File: src/rtl/conv_frame_ctrl.sv
// ---------------------------------------------------------------------------
// conv_frame_ctrl
//   Layer-level sequencer for the streaming convolution path. For each of
//   num_ch input channels it streams one WIDTH x HEIGHT feature map out of
//   feature-map RAM, waits for the border-truncation stage to report the
//   frame as done, then moves on. A single layer_done pulse closes the layer.
//
// Optional feature (macro CTRL_TIMEOUT_EN):
//   Defined   : a drain watchdog sets the sticky err flag after DRAIN_TIMEOUT
//               DRAIN cycles without a frame-done, and forces the drain exit.
//   Undefined : err is tied to 0 and DRAIN waits for frame-done indefinitely.
//
// Ports:
//   clk, resetn   clock, asynchronous active-low reset
//   start         one-cycle layer request (ignored while busy)
//   num_ch        channel count, sampled on an accepted start
//   stall         downstream not ready, suppresses new reads
//   trunc_done    frame-done pulse from the truncation stage
//   rd_en/rd_addr RAM read strobe and address
//   pix_valid     rd_en delayed by RD_LAT cycles (pipeline valid_in)
//   ch_idx        current channel index
//   frame_start   one-cycle pulse in the first STREAM cycle of a channel
//   busy          high in every state except IDLE
//   layer_done    one-cycle completion pulse
//   err           sticky drain-timeout flag
//   state_dbg     current FSM state (IDLE=0, STREAM=1, DRAIN=2, DONE=3)
//
// Handshake: a read is issued in every STREAM cycle where stall is low
// (rd_en=1 with rd_addr valid); the read data is valid RD_LAT cycles later,
// flagged by pix_valid. The delay line never stalls.
// ---------------------------------------------------------------------------
module conv_frame_ctrl #(
    parameter int WIDTH         = 28,
    parameter int HEIGHT        = 28,
    parameter int ADDR_W        = 16,
    parameter int RD_LAT        = 1,
    parameter int DRAIN_TIMEOUT = 1023
) (
    input  logic              clk,
    input  logic              resetn,
    input  logic              start,
    input  logic [7:0]        num_ch,
    input  logic              stall,
    input  logic              trunc_done,
    output logic              rd_en,
    output logic [ADDR_W-1:0] rd_addr,
    output logic              pix_valid,
    output logic [7:0]        ch_idx,
    output logic              frame_start,
    output logic              busy,
    output logic              layer_done,
    output logic              err,
    output logic [1:0]        state_dbg
);

    localparam int FRAME = WIDTH * HEIGHT;
    localparam int PIX_W = (FRAME > 1) ? $clog2(FRAME) : 1;
    localparam logic [PIX_W-1:0]  PIX_LAST = PIX_W'(FRAME - 1);
    localparam logic [ADDR_W-1:0] FRAME_A  = ADDR_W'(FRAME);

    typedef enum logic [1:0] {
        S_IDLE   = 2'd0,
        S_STREAM = 2'd1,
        S_DRAIN  = 2'd2,
        S_DONE   = 2'd3
    } state_e;

    state_e            state_q;
    logic [PIX_W-1:0]  pix_q;
    logic [ADDR_W-1:0] ch_base_q;
    logic [7:0]        ch_idx_q;
    logic [7:0]        num_q;
    logic              done_seen_q;
    logic [RD_LAT-1:0] dly_q;
    logic              frame_start_q;
    logic              err_q;

    logic done_now;
    logic timeout_hit;
    logic drain_exit;
    logic last_ch;

    assign rd_en       = (state_q == S_STREAM) && !stall;
    assign rd_addr     = ch_base_q + ADDR_W'(pix_q);
    assign pix_valid   = dly_q[RD_LAT-1];
    assign ch_idx      = ch_idx_q;
    assign frame_start = frame_start_q;
    assign busy        = (state_q != S_IDLE);
    assign layer_done  = (state_q == S_DONE);
    assign err         = err_q;
    assign state_dbg   = state_q;

    // A frame-done arriving in the same cycle counts as already seen.
    assign done_now = done_seen_q || trunc_done;
    assign last_ch  = ((ch_idx_q + 8'd1) == num_q);

`ifdef CTRL_TIMEOUT_EN
    localparam int CNT_W = $clog2(DRAIN_TIMEOUT + 1);
    logic [CNT_W-1:0] drain_cnt_q;
    // drain_cnt_q holds the number of completed DRAIN cycles, so the
    // DRAIN_TIMEOUT-th DRAIN cycle sees DRAIN_TIMEOUT-1.
    assign timeout_hit = (state_q == S_DRAIN) && !done_now &&
                         (drain_cnt_q >= CNT_W'(DRAIN_TIMEOUT - 1));
`else
    assign timeout_hit = 1'b0;
`endif

    // Leave DRAIN only once every in-flight read has emerged on pix_valid.
    assign drain_exit = (state_q == S_DRAIN) && (done_now || timeout_hit) &&
                        (dly_q == '0);

    always_ff @(posedge clk or negedge resetn) begin
        if (!resetn) begin
            state_q       <= S_IDLE;
            pix_q         <= '0;
            ch_base_q     <= '0;
            ch_idx_q      <= '0;
            num_q         <= '0;
            done_seen_q   <= 1'b0;
            dly_q         <= '0;
            frame_start_q <= 1'b0;
            err_q         <= 1'b0;
`ifdef CTRL_TIMEOUT_EN
            drain_cnt_q   <= '0;
`endif
        end else begin
            dly_q         <= (dly_q << 1) | RD_LAT'(rd_en);
            frame_start_q <= 1'b0;

            case (state_q)
                S_IDLE: begin
                    if (start) begin
                        if (num_ch == 8'd0) begin
                            state_q <= S_DONE;
                        end else begin
                            num_q         <= num_ch;
                            ch_idx_q      <= 8'd0;
                            ch_base_q     <= '0;
                            pix_q         <= '0;
                            done_seen_q   <= 1'b0;
                            frame_start_q <= 1'b1;
                            state_q       <= S_STREAM;
                        end
                    end
                end

                S_STREAM: begin
                    if (trunc_done) begin
                        done_seen_q <= 1'b1;
                    end
                    if (rd_en) begin
                        if (pix_q == PIX_LAST) begin
                            pix_q   <= '0;
                            state_q <= S_DRAIN;
`ifdef CTRL_TIMEOUT_EN
                            drain_cnt_q <= '0;
`endif
                        end else begin
                            pix_q <= pix_q + PIX_W'(1);
                        end
                    end
                end

                S_DRAIN: begin
                    if (trunc_done) begin
                        done_seen_q <= 1'b1;
                    end
`ifdef CTRL_TIMEOUT_EN
                    if (drain_cnt_q < CNT_W'(DRAIN_TIMEOUT)) begin
                        drain_cnt_q <= drain_cnt_q + CNT_W'(1);
                    end
`endif
                    if (timeout_hit) begin
                        err_q <= 1'b1;
                    end
                    if (drain_exit) begin
                        if (last_ch) begin
                            state_q <= S_DONE;
                        end else begin
                            ch_idx_q      <= ch_idx_q + 8'd1;
                            ch_base_q     <= ch_base_q + FRAME_A;
                            done_seen_q   <= 1'b0;
                            frame_start_q <= 1'b1;
                            state_q       <= S_STREAM;
                        end
                    end
                end

                S_DONE: begin
                    state_q <= S_IDLE;
                end

                default: begin
                    state_q <= S_IDLE;
                end
            endcase
        end
    end

endmodule
File: config.mk
export PLATFORM = sky130hd
export DESIGN_NAME = conv_frame_ctrl
export DESIGN_NICKNAME = d
export VERILOG_FILES = /design/src/rtl/conv_frame_ctrl.sv
export SDC_FILE = /design/constraint.sdc
export NUM_CORES = 1
export LEC_CHECK = 0
export BUFFER_PORTS_ARGS = -buffer_cell sky130_fd_sc_hd__buf_4
export CAP_MARGIN = 5
export CORE_MARGIN = 2
export CORE_UTILIZATION = 35
export CTS_CLUSTER_DIAMETER = 100
export DETAILED_ROUTE_END_ITERATION = 16
export SETUP_SLACK_MARGIN = 0.1
export SYNTH_ARGS = -nofsm -noshare
export SYNTH_HDL_FRONTEND = slang
export SYNTH_SLANG_ARGS = --single-unit
File: constraint.sdc
create_clock -name clk -period 3.6 [get_ports clk]
set_input_delay 0.36 -clock clk [delete_from_list [all_inputs] [get_ports clk]]
set_output_delay 0.36 -clock clk [all_outputs]
set_load 0.005 [all_outputs]
==> results of run 1 <==
-- power by group --
part	total, mW	internal [mW]	switching, mW
registers	0.766	0.614	0.153
clock network	0.315	0.151	0.165
logic	1.10	0.494	0.605
-- logic make-up (layout without fill, tap and decap cells) --
family / Yosys count / after routing / synth area share, %
AO/OA/AOI/OAI: 87 / 87 / 19.8
flip-flops: 43 / 43 / 37.1
XOR/XNOR: 16 / 16 / 4.83
multiplexers: 15 / 15 / 5.52
other: 1 / 1 / 0.129
AND/OR/NAND/NOR: 127 / 127 / 21.9
buffers and inverters: 28 / 61 / 5.05
adder cells (fa/ha/maj): 13 / 13 / 5.61
-- per-stage QoR --
step	util, %	power, mW
finish	41.1	2.18
global route	41.1	2.38
CTS	41.1	2.20
detailed placement	40.0	1.88
global placement	40.0	1.85
floorplan	-	1.53
-- flip-flops by register name, indices dropped and copies added, names as in the netlist --
name	count
num_q	8
pix_q	10
done_seen_q	1
frame_start	1
ch_base_q	12
pix_valid	1
ch_idx	8
state_dbg	2
-- worst max-delay path, delay by kind of cell (launching register included) --
family | cells | cell delay [ps]
AOI/OAI and AO/OA | 6 | 1290
adders and majority gates | 1 | 350
buffers and inverters | 1 | 160
DFF | 1 | 450
-- layer usage --
layer | GRT usage, % | routed length (um) | part of all wire (%) | vias up
met3 | 2.53 | 246 | 3.6 | 11
met5 | 0 | 0 | 0 | -
met4 | 5.43 | 150 | 2.2 | 0
met1 | 22.1 | 3270 | 48 | 1165
li1 | - | - | - | 1252
met2 | 25.9 | 3090 | 46 | 55
-- cells in the final DEF, fill, tap and decap left out, drive strengths merged, types with 3 or more instances in the layout --
cell type	synthesis	routed
nor2b	3	3
a21oi	8	8
buf	13	45
nand4	10	10
nor3	4	4
inv	9	9
mux2	8	8
nand2	43	43
o31ai	13	13
mux2i	7	7
o21ai	38	38
or3	4	4
xnor2	12	12
clkbuf	6	6
nand2b	11	11
o211ai	9	9
or2	3	3
nor2	21	21
and3	9	9
or4	3	3
dfrtp	43	43
nand3	12	12
xor2	4	4
ha	13	13
-- layout make-up --
cell class | count | share of cell area (%)
multi-input combinational | 259 | 50.2
clock inverter | 1 | 0.150
tap | 105 | 3.93
timing repair buffer | 45 | 10.1
sequential | 43 | 32.2
inverter | 9 | 1.01
clock buffer | 6 | 2.47
-- worst max-delay path by stage --
stage	slack [ps]	endpoint	depth (start not counted)
final	700	rd_addr[12]	8
after global routing	460	rd_addr[12]	8
after CTS	680	rd_addr[12]	8
after detailed placement	810	ch_idx[4]	7
after global placement	970	ch_idx[6]	7
after floorplan	1440	rd_addr[10]	7
==> reports/results.ini, run 1 <==
[grt]
antenna_found_initial = 0
grt_max_degree = 44
grt_pass1_wl_mm = 11.7
grt_pass1_vias = 2386
grt_usage_pct = 16.1
grt.overflow.total = 0

[floorplan]
ios = 45
die_h_um = 95.0
core.rowCount = 33
die-area_um2 = 9030
start_util_pct = 35.7
die_w_um = 95.0
core_um2 = 8130

[clock_tree]
cts-hold-fix-buffers = 0
numClockSinks = 43
clk_path_buf_depth = 2
root_buffer = clkbuf_8
post_cts_buffers = 0
cts_resized = 0
clock_latency_ps = 300
cts_tree = done
cts_inserted_buffers = 5
clkSlewWorstSetupHoldPaths_ps = 80
htree_num_levels = 2

[cells_and_area]
seqCellArea_um2 = 1080
fin_area_um2 = 3340
nNetsFinal = 389
final_cells = 468
nFillCells = 844
drive_gt1_share_pct = 19.0
areaGrowthSynthToFinish_pct = 15.3
multi_input_area_um2 = 1680
diodes = 0

[yosys]
ys_top_cells_by_count = dfrtp_1 (43), nand2_1 (43), o21ai_0 (36)
synthCells = 330
syn-num-nets = 356
synth_area_um2 = 2900
synth_top_area_share_pct = 37.1
synth_edf_count = 0
syn_area_per_cell_um2 = 8.79
ys_seq_area_share_pct = 37.1
synth_warnings = 0
ys_seq_elements = 43
async_flop_share_pct = 100
synth_area_leaders = dfrtp_1 (37%), o21ai_0 (6.2%), ha_1 (5.6%)
synth_ff_type = dfrtp_1
synth_cell_types = 51
synth_area_leader_cell = dfrtp_1

[timing]
worstMarginPinSlew_ps = 842
fmax_ghz = 0.344
fin_skew_ps = 6.88
timing.slew.headroom_pct = 43.8
tns_ps = 0
rsz0062_at_grt = no
finalWorstSetupSlack_ps = 696
worst_hold_slack_ps = 53.2
slew_violations = 0
setup_viol = 0
finalHoldViolCount = 0
finalCritPeriodShare_pct = 80.7
fin_crit_ps = 2900

[pwr]
vdd_drop_max_uv = 418
leakage_nw = 1.52
power_density_nw_per_um2 = 652

[worst_setup_path]
crit_start = pix_q[5]
path_cells = ha_1 -> a21o_1 -> a21oi_1 -> o21ba_2 -> o21ai_0 -> a21oi_1 -> o21ai_0 -> buf_4
crit_arrival_ps = 2540
slowest_stage = dfrtp_1
max_stage_delay_ps = 450
ff2ff_path_depth = 7
ff2ff_setup_slack_ps = 750
r2r_start = ch_idx[0]
critPathMaxFanout = 6
r2r-end = ch_idx[4]
cp-end-kind = output port
startpoint_type = flip-flop
required_ps = 3240
path_class = reg -> out

[place]
dpl-instance-area_um2 = 3260
place_hpwl_mm = 4.87
dp_slack_ps = 814
numPlacedInstances = 461
io_buffers = 43
gp_congestion = 0.778

[route]
routed_via_density = 5.31
antenna_left = 0
drc_errors = 0
num_vias = 2483
drt_iter0_drc = 160
routed_wl_mm = 6.75
wl_per_cell_um = 14.4
dr.pass1.iters = 4

[min_path]
worstHoldPathType = in -> async

[flow_run]
maxCapViolCount = 0

[status]
status = finished, final reports clean

(Power assumes the default switching activity.)
==> inputs of run 2 (changes only) <==
clock period = 2.9 ns   (was 3.6 ns; I/O delays follow)
==> reports/results.ini, run 2 (synthesis gave the netlist of run 1 again) <==
[status]
status = finished, final reports clean  ; unchanged

[clock_tree]
clk_path_buf_depth = 2  ; unchanged
numClockSinks = 43  ; unchanged
clkSlewWorstSetupHoldPaths_ps = 80  ; about the same
cts_tree = done  ; unchanged
post_cts_buffers = 0  ; unchanged
clock_latency_ps = 300  ; about the same
cts_inserted_buffers = 5  ; unchanged
htree_num_levels = 2  ; unchanged
root_buffer = clkbuf_8  ; unchanged

[timing]
fmax_ghz = 0.380
rsz0062_at_grt = no  ; unchanged
finalCritPeriodShare_pct = 90.7
worstMarginPinSlew_ps = 555  ; was 842 ps
finalHoldViolCount = 0  ; unchanged
fin_crit_ps = 2630
finalWorstSetupSlack_ps = 271  ; was 696 ps
slew_violations = 0  ; unchanged
worst_hold_slack_ps = 195  ; was 53.2 ps
setup_viol = 0  ; unchanged
fin_skew_ps = 12.3  ; was 6.88 ps
timing.slew.headroom_pct = 63.0  ; was 43.8%
tns_ps = 0  ; unchanged

[floorplan]
die_h_um = 95.0  ; unchanged
core_um2 = 8130  ; unchanged
ios = 45  ; unchanged
core.rowCount = 33  ; unchanged
start_util_pct = 35.7  ; unchanged
die_w_um = 95.0  ; unchanged
die-area_um2 = 9030  ; unchanged

[place]
place_hpwl_mm = 4.96  ; was 4.87 mm
gp_congestion = 0.810  ; was 0.778
numPlacedInstances = 465  ; was 461
io_buffers = 43  ; unchanged
dp_slack_ps = 460  ; was 814 ps

[grt]
grt_pass1_wl_mm = 11.6  ; was 11.7 mm
met1_usage_pct = 22.2  ; was 22.1%
antenna_found_initial = 0  ; unchanged
grt_max_degree = 44  ; unchanged
grt.overflow.total = 0  ; unchanged
met3_usage_pct = 3.00  ; was 2.53%
top_usage_layer = met2  ; unchanged
grt_pass1_vias = 2371  ; was 2386
grt_use_met2_pct = 25.4  ; was 25.9%
grt_usage_pct = 16.0  ; was 16.1%

[cells_and_area]
final_cells = 474  ; was 468
largestRegisters = ch_base_q: 12 flops, pix_q: 10 flops  ; unchanged
drive_gt1_share_pct = 20.1  ; was 19.0%
layout_common_cells = buf_4 (49), nand2_1 (43), dfrtp_1 (43)  ; was buf_4 (45), nand2_1 (43), dfrtp_1 (43)
nNetsFinal = 394  ; was 389
regMostFlops = ch_base_q  ; unchanged
areaGrowthSynthToFinish_pct = 16.7  ; was 15.3%
final_common_cell = buf_4  ; unchanged
largest_reg_flops = 12  ; unchanged
diodes = 0  ; unchanged

[pwr]
power_density_nw_per_um2 = 804  ; was 652 nW/um2
vdd_drop_max_uv = 393  ; was 418 uV
finalPower_mw = 2.72  ; was 2.18 mW
leakage_nw = 1.54  ; was 1.52 nW

[worst_setup_path]
cp-end-kind = output port  ; unchanged
crit_arrival_ps = 2340  ; was 2540 ps
path_class = reg -> out  ; unchanged
critPathMaxFanout = 6  ; unchanged
required_ps = 2610  ; was 3240 ps
startpoint_type = flip-flop  ; unchanged

[route]
drt_iter0_drc = 147  ; was 160
num_vias = 2523  ; was 2483
routed_via_density = 5.32  ; was 5.31
antenna_left = 0  ; unchanged
dr.pass1.iters = 4  ; unchanged
drc_errors = 0  ; unchanged
routed_wl_mm = 6.74  ; was 6.75 mm
wl_per_cell_um = 14.2  ; was 14.4 um

[flow_run]
maxCapViolCount = 0  ; unchanged

[min_path]
worstHoldPathType = in -> reg  ; was in -> async

-- run 2: path summary, 6_finish.rpt --
kind / depth (start not counted) / slack [ps] / to / startpoint
setup / recovery: 8 / 270 / rd_addr[10] / pix_q[5]
hold / removal: 2 / 190 / pix_valid / stall
setup reg to reg: 8 / 450 / ch_base_q[8] / ch_idx[0]
hold reg to reg: 1 / 530 / num_q[0] / num_q[0]
max in group asynchronous: 2 / 1990 / ch_base_q[12] / resetn
min in group asynchronous: 2 / 520 / pix_q[3] / resetn
-- run 2: per-layer routing --
layer | vias to the layer above | wire length (um)
met5 | - | 0
met4 | 0 | 106
met3 | 8 | 229
met2 | 50 | 3170
met1 | 1206 | 3240
li1 | 1259 | -
-- run 2: area by class of cell --
class | count | area [um2]
Clock inverter | 2 | 12.5
Sequential cell | 43 | 1080
Fill cell | 802 | 4750
Inverter | 9 | 33.8
Timing Repair Buffer | 50 | 378
Clock buffer | 6 | 72.6
Tap cell | 105 | 131
Multi-Input combinational cell | 259 | 1680
-- run 2: through the flow --
stage	instance area, um2	utilization [%]
after floorplan	2900	-
after global placement	3290	40.4
after detailed placement	3290	40.4
after CTS	3380	41.6
after global routing	3390	41.6
final	3390	41.6
-- run 2: report_power, final --
part	switching, mW	internal, mW
clock network	0.211	0.169
registers	0.188	0.762
logic	0.757	0.636
total	1.16	1.57
-- run 2: worst max-delay path, stage by stage (launching register included) --
cell	delay, ps
dfrtp_1	430
ha_1	340
a21o_1	190
a21oi_1	260
o21ba_2	200
o21ai_0	100
a21oi_2	250
xnor2_1	160
buf_4	130
-- run 2: timing repair --
| item | CTS | global route |
|---|---|---|
| hold buffers | 1 | 0 |
| endpoints found under the hold margin | 5 | 0 |
| setup endpoints to repair | 0 | 6 |
| gates resized for setup | 0 | 1 |
